<file path="src/rtl/mips_ctrl_pkg.sv">
// Shared control definitions for the MIPS front-end fetch sequencer.
// Sequencer state encoding, PC/immediate widths and the branch target helper.
package mips_ctrl_pkg;

  localparam int unsigned PC_W  = 32;
  localparam int unsigned IMM_W = 16;

  typedef enum logic [1:0] {
    ST_RUN   = 2'd0,
    ST_FLUSH = 2'd1,
    ST_DSLOT = 2'd2
  } state_e;

  // pc + 4 + (sext(imm) << 2), carry out of bit 31 dropped
  function automatic logic [PC_W-1:0] branch_target(input logic [PC_W-1:0]  pc,
                                                    input logic [IMM_W-1:0] imm);
    logic [PC_W-1:0] off;
    off = {{(PC_W-IMM_W-2){imm[IMM_W-1]}}, imm, 2'b00};
    return pc + PC_W'(4) + off;
  endfunction

endpackage

</file>
<file path="src/rtl/tracker_fifo.sv">
// In-order tracker of in-flight fetch PCs; entry 0 is always the oldest.
// Synchronous clear may retain the oldest clr_keep entries (delay-slot survivor).
module tracker_fifo #(
  parameter int unsigned DEPTH = 3,
  parameter int unsigned W     = 32,
  parameter int unsigned CNT_W = 4
) (
  input  logic             clk,
  input  logic             rst_n,
  input  logic             push,
  input  logic [W-1:0]     push_data,
  input  logic             pop,
  input  logic             clr,
  input  logic [CNT_W-1:0] clr_keep,
  output logic [W-1:0]     head_data,
  output logic [CNT_W-1:0] count
);

  logic [W-1:0]     mem_q [DEPTH];
  logic [W-1:0]     mem_d [DEPTH];
  logic [CNT_W-1:0] cnt_q;
  logic [CNT_W-1:0] cnt_pop;
  logic [CNT_W-1:0] cnt_d;

  always_comb begin
    mem_d   = mem_q;
    cnt_pop = cnt_q;
    if (pop && (cnt_q != '0)) begin
      for (int unsigned i = 0; i < DEPTH - 1; i++) begin
        mem_d[i] = mem_q[i+1];
      end
      cnt_pop = cnt_q - 1'b1;
    end
    cnt_d = cnt_pop;
    // push lands after the pop shift, so same-cycle push/pop keeps order
    if (push && (32'(cnt_pop) < DEPTH)) begin
      for (int unsigned i = 0; i < DEPTH; i++) begin
        if (CNT_W'(i) == cnt_pop) begin
          mem_d[i] = push_data;
        end
      end
      cnt_d = cnt_pop + 1'b1;
    end
    if (clr && (cnt_d > clr_keep)) begin
      cnt_d = clr_keep;
    end
  end

  always_ff @(posedge clk or negedge rst_n) begin
    if (!rst_n) begin
      cnt_q <= '0;
      for (int unsigned i = 0; i < DEPTH; i++) begin
        mem_q[i] <= '0;
      end
    end else begin
      cnt_q <= cnt_d;
      mem_q <= mem_d;
    end
  end

  assign head_data = mem_q[0];
  assign count     = cnt_q;

endmodule

</file>
<file path="src/rtl/branch_redirect_sequencer.sv">
// Fetch PC sequencer with in-flight limit, branch resolution and flush/redirect.
// Optional macro BRANCH_DELAY_SLOT_EN keeps the delay-slot instruction alive.
module branch_redirect_sequencer
  import mips_ctrl_pkg::*;
#(
  parameter int unsigned     DEPTH    = 3,
  parameter logic [31:0]     RESET_PC = 32'h0000_0000
) (
  input  logic        clk,
  input  logic        rst_n,
  output logic        fetch_req,
  input  logic        fetch_ack,
  output logic [31:0] fetch_pc,
  input  logic        exec_valid,
  input  logic        exec_branch,
  input  logic        exec_zero,
  input  logic [15:0] exec_imm,
  output logic        flush,
  output logic [3:0]  inflight,
  output logic        protocol_err
);

  state_e          state_q, state_d;
  logic [PC_W-1:0] pc_q, pc_d;
  logic [PC_W-1:0] head_pc;
  logic [PC_W-1:0] target;
  logic [3:0]      cnt;
  logic            push, pop, taken;
  logic            clr;
  logic [3:0]      clr_keep;
  logic            perr_q;
`ifdef BRANCH_DELAY_SLOT_EN
  logic [PC_W-1:0] target_q, target_d;
`endif

  tracker_fifo #(
    .DEPTH (DEPTH),
    .W     (PC_W),
    .CNT_W (4)
  ) u_tracker (
    .clk       (clk),
    .rst_n     (rst_n),
    .push      (push),
    .push_data (pc_q),
    .pop       (pop),
    .clr       (clr),
    .clr_keep  (clr_keep),
    .head_data (head_pc),
    .count     (cnt)
  );

  always_comb begin
    fetch_req = (state_q == ST_RUN) && (32'(cnt) < DEPTH);
`ifdef BRANCH_DELAY_SLOT_EN
    fetch_req = fetch_req || (state_q == ST_DSLOT);
`endif
    push   = fetch_req && fetch_ack;
    pop    = exec_valid && (state_q == ST_RUN) && (cnt != '0);
    taken  = pop && exec_branch && exec_zero;
    target = branch_target(head_pc, exec_imm);
  end

  always_comb begin
    state_d  = state_q;
    pc_d     = pc_q;
    clr      = 1'b0;
    clr_keep = '0;
`ifdef BRANCH_DELAY_SLOT_EN
    target_d = target_q;
`endif
    if (push) begin
      pc_d = pc_q + PC_W'(4);
    end
    case (state_q)
      ST_RUN: begin
        if (taken) begin
          clr = 1'b1;
`ifdef BRANCH_DELAY_SLOT_EN
          // survivor is whatever sits behind the branch, including a same-cycle push
          if ((cnt > 4'd1) || push) begin
            clr_keep = 4'd1;
            state_d  = ST_FLUSH;
            pc_d     = target;
          end else begin
            state_d  = ST_DSLOT;
            target_d = target;
            pc_d     = head_pc + PC_W'(4);
          end
`else
          state_d = ST_FLUSH;
          pc_d    = target;
`endif
        end
      end
      ST_FLUSH: state_d = ST_RUN;
`ifdef BRANCH_DELAY_SLOT_EN
      ST_DSLOT: begin
        if (push) begin
          state_d = ST_FLUSH;
          pc_d    = target_q;
        end
      end
`endif
      default: state_d = ST_RUN;
    endcase
  end

  always_ff @(posedge clk or negedge rst_n) begin
    if (!rst_n) begin
      state_q <= ST_RUN;
      pc_q    <= RESET_PC;
      perr_q  <= 1'b0;
    end else begin
      state_q <= state_d;
      pc_q    <= pc_d;
      if (exec_valid && (state_q != ST_FLUSH) && (cnt == '0)) begin
        perr_q <= 1'b1;
      end
    end
  end

`ifdef BRANCH_DELAY_SLOT_EN
  always_ff @(posedge clk or negedge rst_n) begin
    if (!rst_n) begin
      target_q <= '0;
    end else begin
      target_q <= target_d;
    end
  end
`endif

  assign fetch_pc     = pc_q;
  assign flush        = (state_q == ST_FLUSH);
  assign inflight     = cnt;
  assign protocol_err = perr_q;

endmodule
</file>
<file path="config.mk">
export PLATFORM = sky130hd
export DESIGN_NAME = branch_redirect_sequencer
export DESIGN_NICKNAME = d
export VERILOG_FILES = /design/src/rtl/mips_ctrl_pkg.sv /design/src/rtl/tracker_fifo.sv /design/src/rtl/branch_redirect_sequencer.sv
export SDC_FILE = /design/constraint.sdc
export NUM_CORES = 1
export LEC_CHECK = 0
export CELL_PAD_IN_SITES_DETAIL_PLACEMENT = 0
export CELL_PAD_IN_SITES_GLOBAL_PLACEMENT = 1
export CORE_ASPECT_RATIO = 1.1
export CORE_MARGIN = 2
export CORE_UTILIZATION = 42
export DETAILED_ROUTE_END_ITERATION = 12
export PLACE_DENSITY_LB_ADDON = 0.1
export SYNTH_ARGS = -nofsm -noshare
export SYNTH_HDL_FRONTEND = slang
export SYNTH_SLANG_ARGS = --single-unit
</file>
<file path="constraint.sdc">
create_clock -name clk -period 2.96 [get_ports clk]
set_clock_uncertainty 0.15 [all_clocks]
set_input_delay 0.296 -clock clk [delete_from_list [all_inputs] [get_ports clk]]
set_output_delay 0.296 -clock clk [all_outputs]
set_load 0.02 [all_outputs]
</file>
Word-level counts from Yosys, hierarchy flattened
Cells that the tools add are included.
W data, S select, Z words.
{ "totals": {"wordCells": 51, "inputBits": 22, "regBits": 135, "output_inout_bits": 39} }
{ "op_classes": {"eq_ne": 5, "reduce_logical": 16, "n_addsub": 5, "n_mux": 15, "magnitude_cmp": 3} }
{ "ops": {"columns": ["cell", "count"], "rows": [
  ["$mux W32", 6],
  ["$mux W96", 1],
  ["$add A32 B3 Y32 const B", 2],
  ["$mux W64", 1],
  ["$add A32 B32 Y32", 1],
  ["$mux W4", 3],
  ["$logic_and A1 B1 Y1", 11],
  ["$logic_not A4 Y1", 2],
  ["$lt A4 B2 Y1 const B", 2],
  ["$add A4 B1 Y4 const B", 1],
  ["$eq A1 B4 Y1 const A", 1],
  ["$eq A2 B4 Y1 const A", 1],
  ["$gt A4 B1 Y1 const B", 1],
  ["$mux W2", 2],
  ["$reduce_bool A4 Y1", 1],
  ["$sub A4 B1 Y4 const B", 1],
  ["$eq A2 B1 Y1 const B", 1],
  ["$logic_not A2 Y1", 1],
  ["$mux W1", 2],
  ["$ne A2 B1 Y1 const B", 1],
  ["$ne A2 B2 Y1 const B", 1],
  ["$reduce_and A2 Y1", 1]
]} }

Depth between registers and ports, before layout
{ "logic_depth": {"ltp_word": 11, "ltp_mapped": 13, "ltp_nobuf": 12} }

Cells and area by module
Synthesis repeated with hierarchy kept, for this count alone.
{ "unflattened": {"hier_cells": 824, "area_unflattened_um2": 8445.6} }
{ "modules_own_cells": {"columns": ["module", "cells_each", "n_inst", "seq_area_each_um2", "area_per_inst_um2"], "rows": [
  ["tracker_fifo", 427, 1, 2502.4, 4946.0],
  ["branch_redirect_sequencer", 397, 1, 850.8, 3499.6]
]} }

Least setup slack after synthesis
Ideal clock, no wire load.
{ "synth_path": {"path_kind": "register to register", "from": "register u_tracker.mem_q, in the netlist u_tracker.head_data[3]", "to": "register pc_q[29], in the netlist fetch_pc[29]", "slack_ns": -0.069, "period_less_slack_ns": 3.029, "setup_ns": 0.120, "path_stages_with_launch": 11, "t_arrival_ns": 2.760, "required_ns": 2.690, "path_buffers": 0, "cell_sequence": "dfrtp_1 > ha_1 > ha_1 > fa_1 > a211oi_1 > o21a_1 > nor3_1 > o21ai_2 > a211oi_1 > or3_1 > a31o_1"} }
{ "synth_between": {"elab_chain_cells": 4} }
{ "synth_lines": {"columns": ["element", "line_no", "source"], "rows": [
  ["start: declaration", "tracker_fifo.sv:19", "logic [W-1:0] mem_q [DEPTH];"],
  ["start signal: assignment", "tracker_fifo.sv:57", "mem_q <= mem_d;"],
  ["$add A32 B3 Y32", "mips_ctrl_pkg.sv:19", "return pc + PC_W'(4) + off;"],
  ["$add A32 B32 Y32", "mips_ctrl_pkg.sv:19", null],
  ["$mux W32", "branch_redirect_sequencer.sv:76", "if (taken) begin"],
  ["$mux W32", "branch_redirect_sequencer.sv:74", "case (state_q)"],
  ["via pc_d[29]", "branch_redirect_sequencer.sv:24", "logic [PC_W-1:0] pc_q, pc_d;"],
  ["end signal: assignment", "branch_redirect_sequencer.sv:115", "pc_q <= pc_d;"],
  ["end: declaration", "branch_redirect_sequencer.sv:24", null]
]} }
The timed path passes the listed nets, and every way through them passes these cells.
A chain may end at the register's enable or synchronous reset.

Final worst setup path
Ends and elaborated chain as after synthesis.

==> impl_metrics.ini <==
[setup_path]
r2r_start = u_tracker.head_data[3]$_DFF_PN0_
worstPathArrival_ns = 3.01
cp-end-kind = register
cp.required_ns = 3.12
r2r-end = fetch_pc[29]$_DFF_PN0_
crit_fanout = 3
cp-start-kind = register
reg2reg_slack_ns = 0.12
reg2reg_depth = 10
critPathKind = register to register

[clock_network]
cts.sinks = 134
cts_buffers = 17
path_clk_slew_ns = 0.06
clock_latency_ns = 0.42
clockBufferDepth = 2
htree_levels = 4
cts_tree = built
ctsRootBufferMaster = clkbuf_16

[placed_design]
io_buffers = 60
dp_slack_ns = -0.473
place_congestion = 0.914
dp_hpwl_mm = 15.5

[job]
cap_violations = 0

[yosys]
synth_area_per_cell_um2 = 10.1
synth_area_leaders = dfrtp_1, ha_1, mux2i_1
ys_ff_latch = 134
async_reset_ff_frac = 1.00
syn-cell-area_mm2 = 0.00829
seq_area_frac_synth = 0.404
synth_edf_count = 0
post_synth_inst_count = 818
yosysTopAreaCell = dfrtp_1
ys_types = 68
synth_nets = 906
synth_top_area_frac = 0.404
ys.warnings.count = 0
yosys_most_used_dff = dfrtp_1

[routing]
first_iter_violations = 291
vias = 6521
ant_nets = 0
wire_per_inst_um = 16.9
drc = 0
drt_pass1_iterations = 4
postRouteWirelength_mm = 21.0
avgViaCountPerCell = 5.25

[timing]
setup_ws_ns = 0.116
period_share = 0.961
report.final.setup_viol = 0
tightest_slew_ns = 0.800
hold_viol = 0
drv_slew = 0
period_minus_slack_ns = 2.84
slew_headroom = 0.466
max_freq_ghz = 0.352

[global_route]
grt_max_degree = 80
overflow = 0
grt_pass1_vias = 6805
antenna_found_initial = 0
grt_first_pass_wirelength_mm = 34.6
track_usage = 0.212

[worst_hold_path]
holdPathStages = 2
hp-class = register to register
min_from = u_tracker.head_data[0]$_DFF_PN0_
min_to = fetch_pc[0]$_DFFE_PN0P_

[pwr]
powerDensity_mw_per_mm2 = 1040
p_sw_frac = 0.388
p_int_mw = 6.86
max-vdd-ir-drop_v = 0.000487
seqPwrFrac = 0.293
power_frac_comb = 0.507
clock_power_share = 0.200
p_leak_nw = 5.18
power.switching_mw = 4.35

[final_layout]
drive_above_1_share = 0.228
fin_nets = 1070
nFillCells = 1684
final_util = 0.561
area_growth_pct = 30.2
antenna_cells = 0

[die]
dieHeight_um = 151
std_cell_rows = 53
die_area_mm2 = 0.0209
dieWidth_um = 138
io_pins = 61
start_util = 0.431
core_region_area_mm2 = 0.0192

[status]
outcome = completed
[power groups by stage]
stage | logic, mW | clock network [mW] | registers (mW)
global placement | 5.42 | 0 | 3.27
detailed placement | 5.52 | 0 | 3.32
global route | 6.27 | 2.37 | 3.41
floorplan | 3.02 | 0 | 3.39
finish | 5.69 | 2.24 | 3.29
CTS | 5.59 | 2.29 | 3.29
[layout make-up]
class	count	area, um^2	area share
multi-input combinational	637	4850	0.449
sequential	134	3350	0.311
timing repair buffer	179	1610	0.149
clock buffer	19	453	0.0420
tap	247	309	0.0286
clock inverter	13	170	0.0158
inverter	13	48.8	0.00452
[cells in the mapped netlist (8+ instances only)]
| cell type | count |
|---|---|
| o21ai_0 | 90 |
| buf_2 | 22 |
| ha_1 | 65 |
| and3_1 | 12 |
| a211oi_1 | 8 |
| mux2_4 | 30 |
| nor2_1 | 30 |
| mux2i_1 | 69 |
| a21o_1 | 13 |
| o21ai_1 | 8 |
| nor3_1 | 13 |
| a21oi_1 | 23 |
| clkbuf_1 | 8 |
| xnor2_1 | 26 |
| xor2_1 | 23 |
| inv_1 | 12 |
| dfrtp_1 | 134 |
| nand2_1 | 120 |
| nand3_1 | 18 |
[through the flow]
stage,hold slack (ns),std cells,power (mW),TNS (ns),cell area (um^2)
floorplan,-0.150,818,6.41,0,8300
global route,0.339,1242,12.1,-0.00544,10800
detailed placement,0.248,1205,8.83,-6.54,10000
CTS,0.320,1239,11.2,0,10700
finish,0.319,1242,11.2,0,10800
global placement,0.233,1205,8.69,-5.38,10000
[worst max-delay path, stage by stage, from the launching register on]
cell and delay, ns:
dfrtp_1 0.41, ha_4 0.23, ha_4 0.16, fa_2 0.41, a211oi_2 0.27, o21a_2 0.21, nor3_2 0.07, o21ai_2 0.15
a211oi_2 0.09, or3_1 0.36, a31o_1 0.22
[per-layer routing]
metal | global-route usage | wire length, um | up-vias | part of all wire
met5 | 0 | 0 | - | 0
met4 | 0.0633 | 289 | 0 | 0.014
met3 | 0.0321 | 464 | 20 | 0.022
met2 | 0.375 | 10600 | 80 | 0.50
met1 | 0.267 | 9640 | 3155 | 0.46
li1 | - | - | 3266 | -
[cells by family after synthesis]
family / count (synthesis) / synth area share
buffers and inverters: 47 / 0.0273
AND/OR/NAND/NOR: 235 / 0.138
flip-flops: 134 / 0.404
AO/OA/AOI/OAI: 185 / 0.137
multiplexers: 102 / 0.142
adder cells (fa/ha/maj): 66 / 0.100
XOR/XNOR: 49 / 0.0517
[cells in the final DEF, fill, tap and decap left out, drive strengths merged, types with 4 or more instances in the layout]
master         instances
inv                   16
nor3                  14
and3                  12
nand3                 18
o21ai                 99
a21o                  13
clkinv                 4
and4                   4
a21oi                 23
buf                  119
nand4                  9
a31o                   4
dfrtp                134
ha                    65
nor2                  30
mux2                  33
nand2                123
clkbuf                19
a31oi                  5
xor2                  23
and2                   8
xnor2                 26
mux2i                 69
a211oi                 9
clkdlybuf4s50         59
o31ai                  4
[repair_timing]
item                                   CTS  global route
hold buffers                             1             0
setup buffers                            1             3
gates resized for setup                  5            20
endpoints found under the hold margin   78             0
setup endpoints to repair                5            11
pin swaps                                1             7
[state kept, by name, summed over array words and instances, names as in the netlist]
signal / flops
u_tracker.mem_q: 64
u_tracker.head_data: 32
fetch_pc: 32
protocol_err: 1
state_q: 1
u_tracker.count: 4
[worst max path at each step]
stage,start,end,cells after the start
CTS,u_tracker.head_data[3]$_DFF_PN0_,fetch_pc[29]$_DFF_PN0_,10
floorplan,u_tracker.head_data[3]$_DFF_PN0_,fetch_pc[29]$_DFF_PN0_,10
finish,u_tracker.head_data[3]$_DFF_PN0_,fetch_pc[29]$_DFF_PN0_,10
detailed placement,exec_imm[1],fetch_pc[27]$_DFF_PN0_,11
global placement,exec_imm[1],fetch_pc[29]$_DFF_PN0_,11
global route,u_tracker.head_data[9]$_DFF_PN0_,fetch_pc[31]$_DFF_PN0_,10
Power figures use the tool's default switching activity.
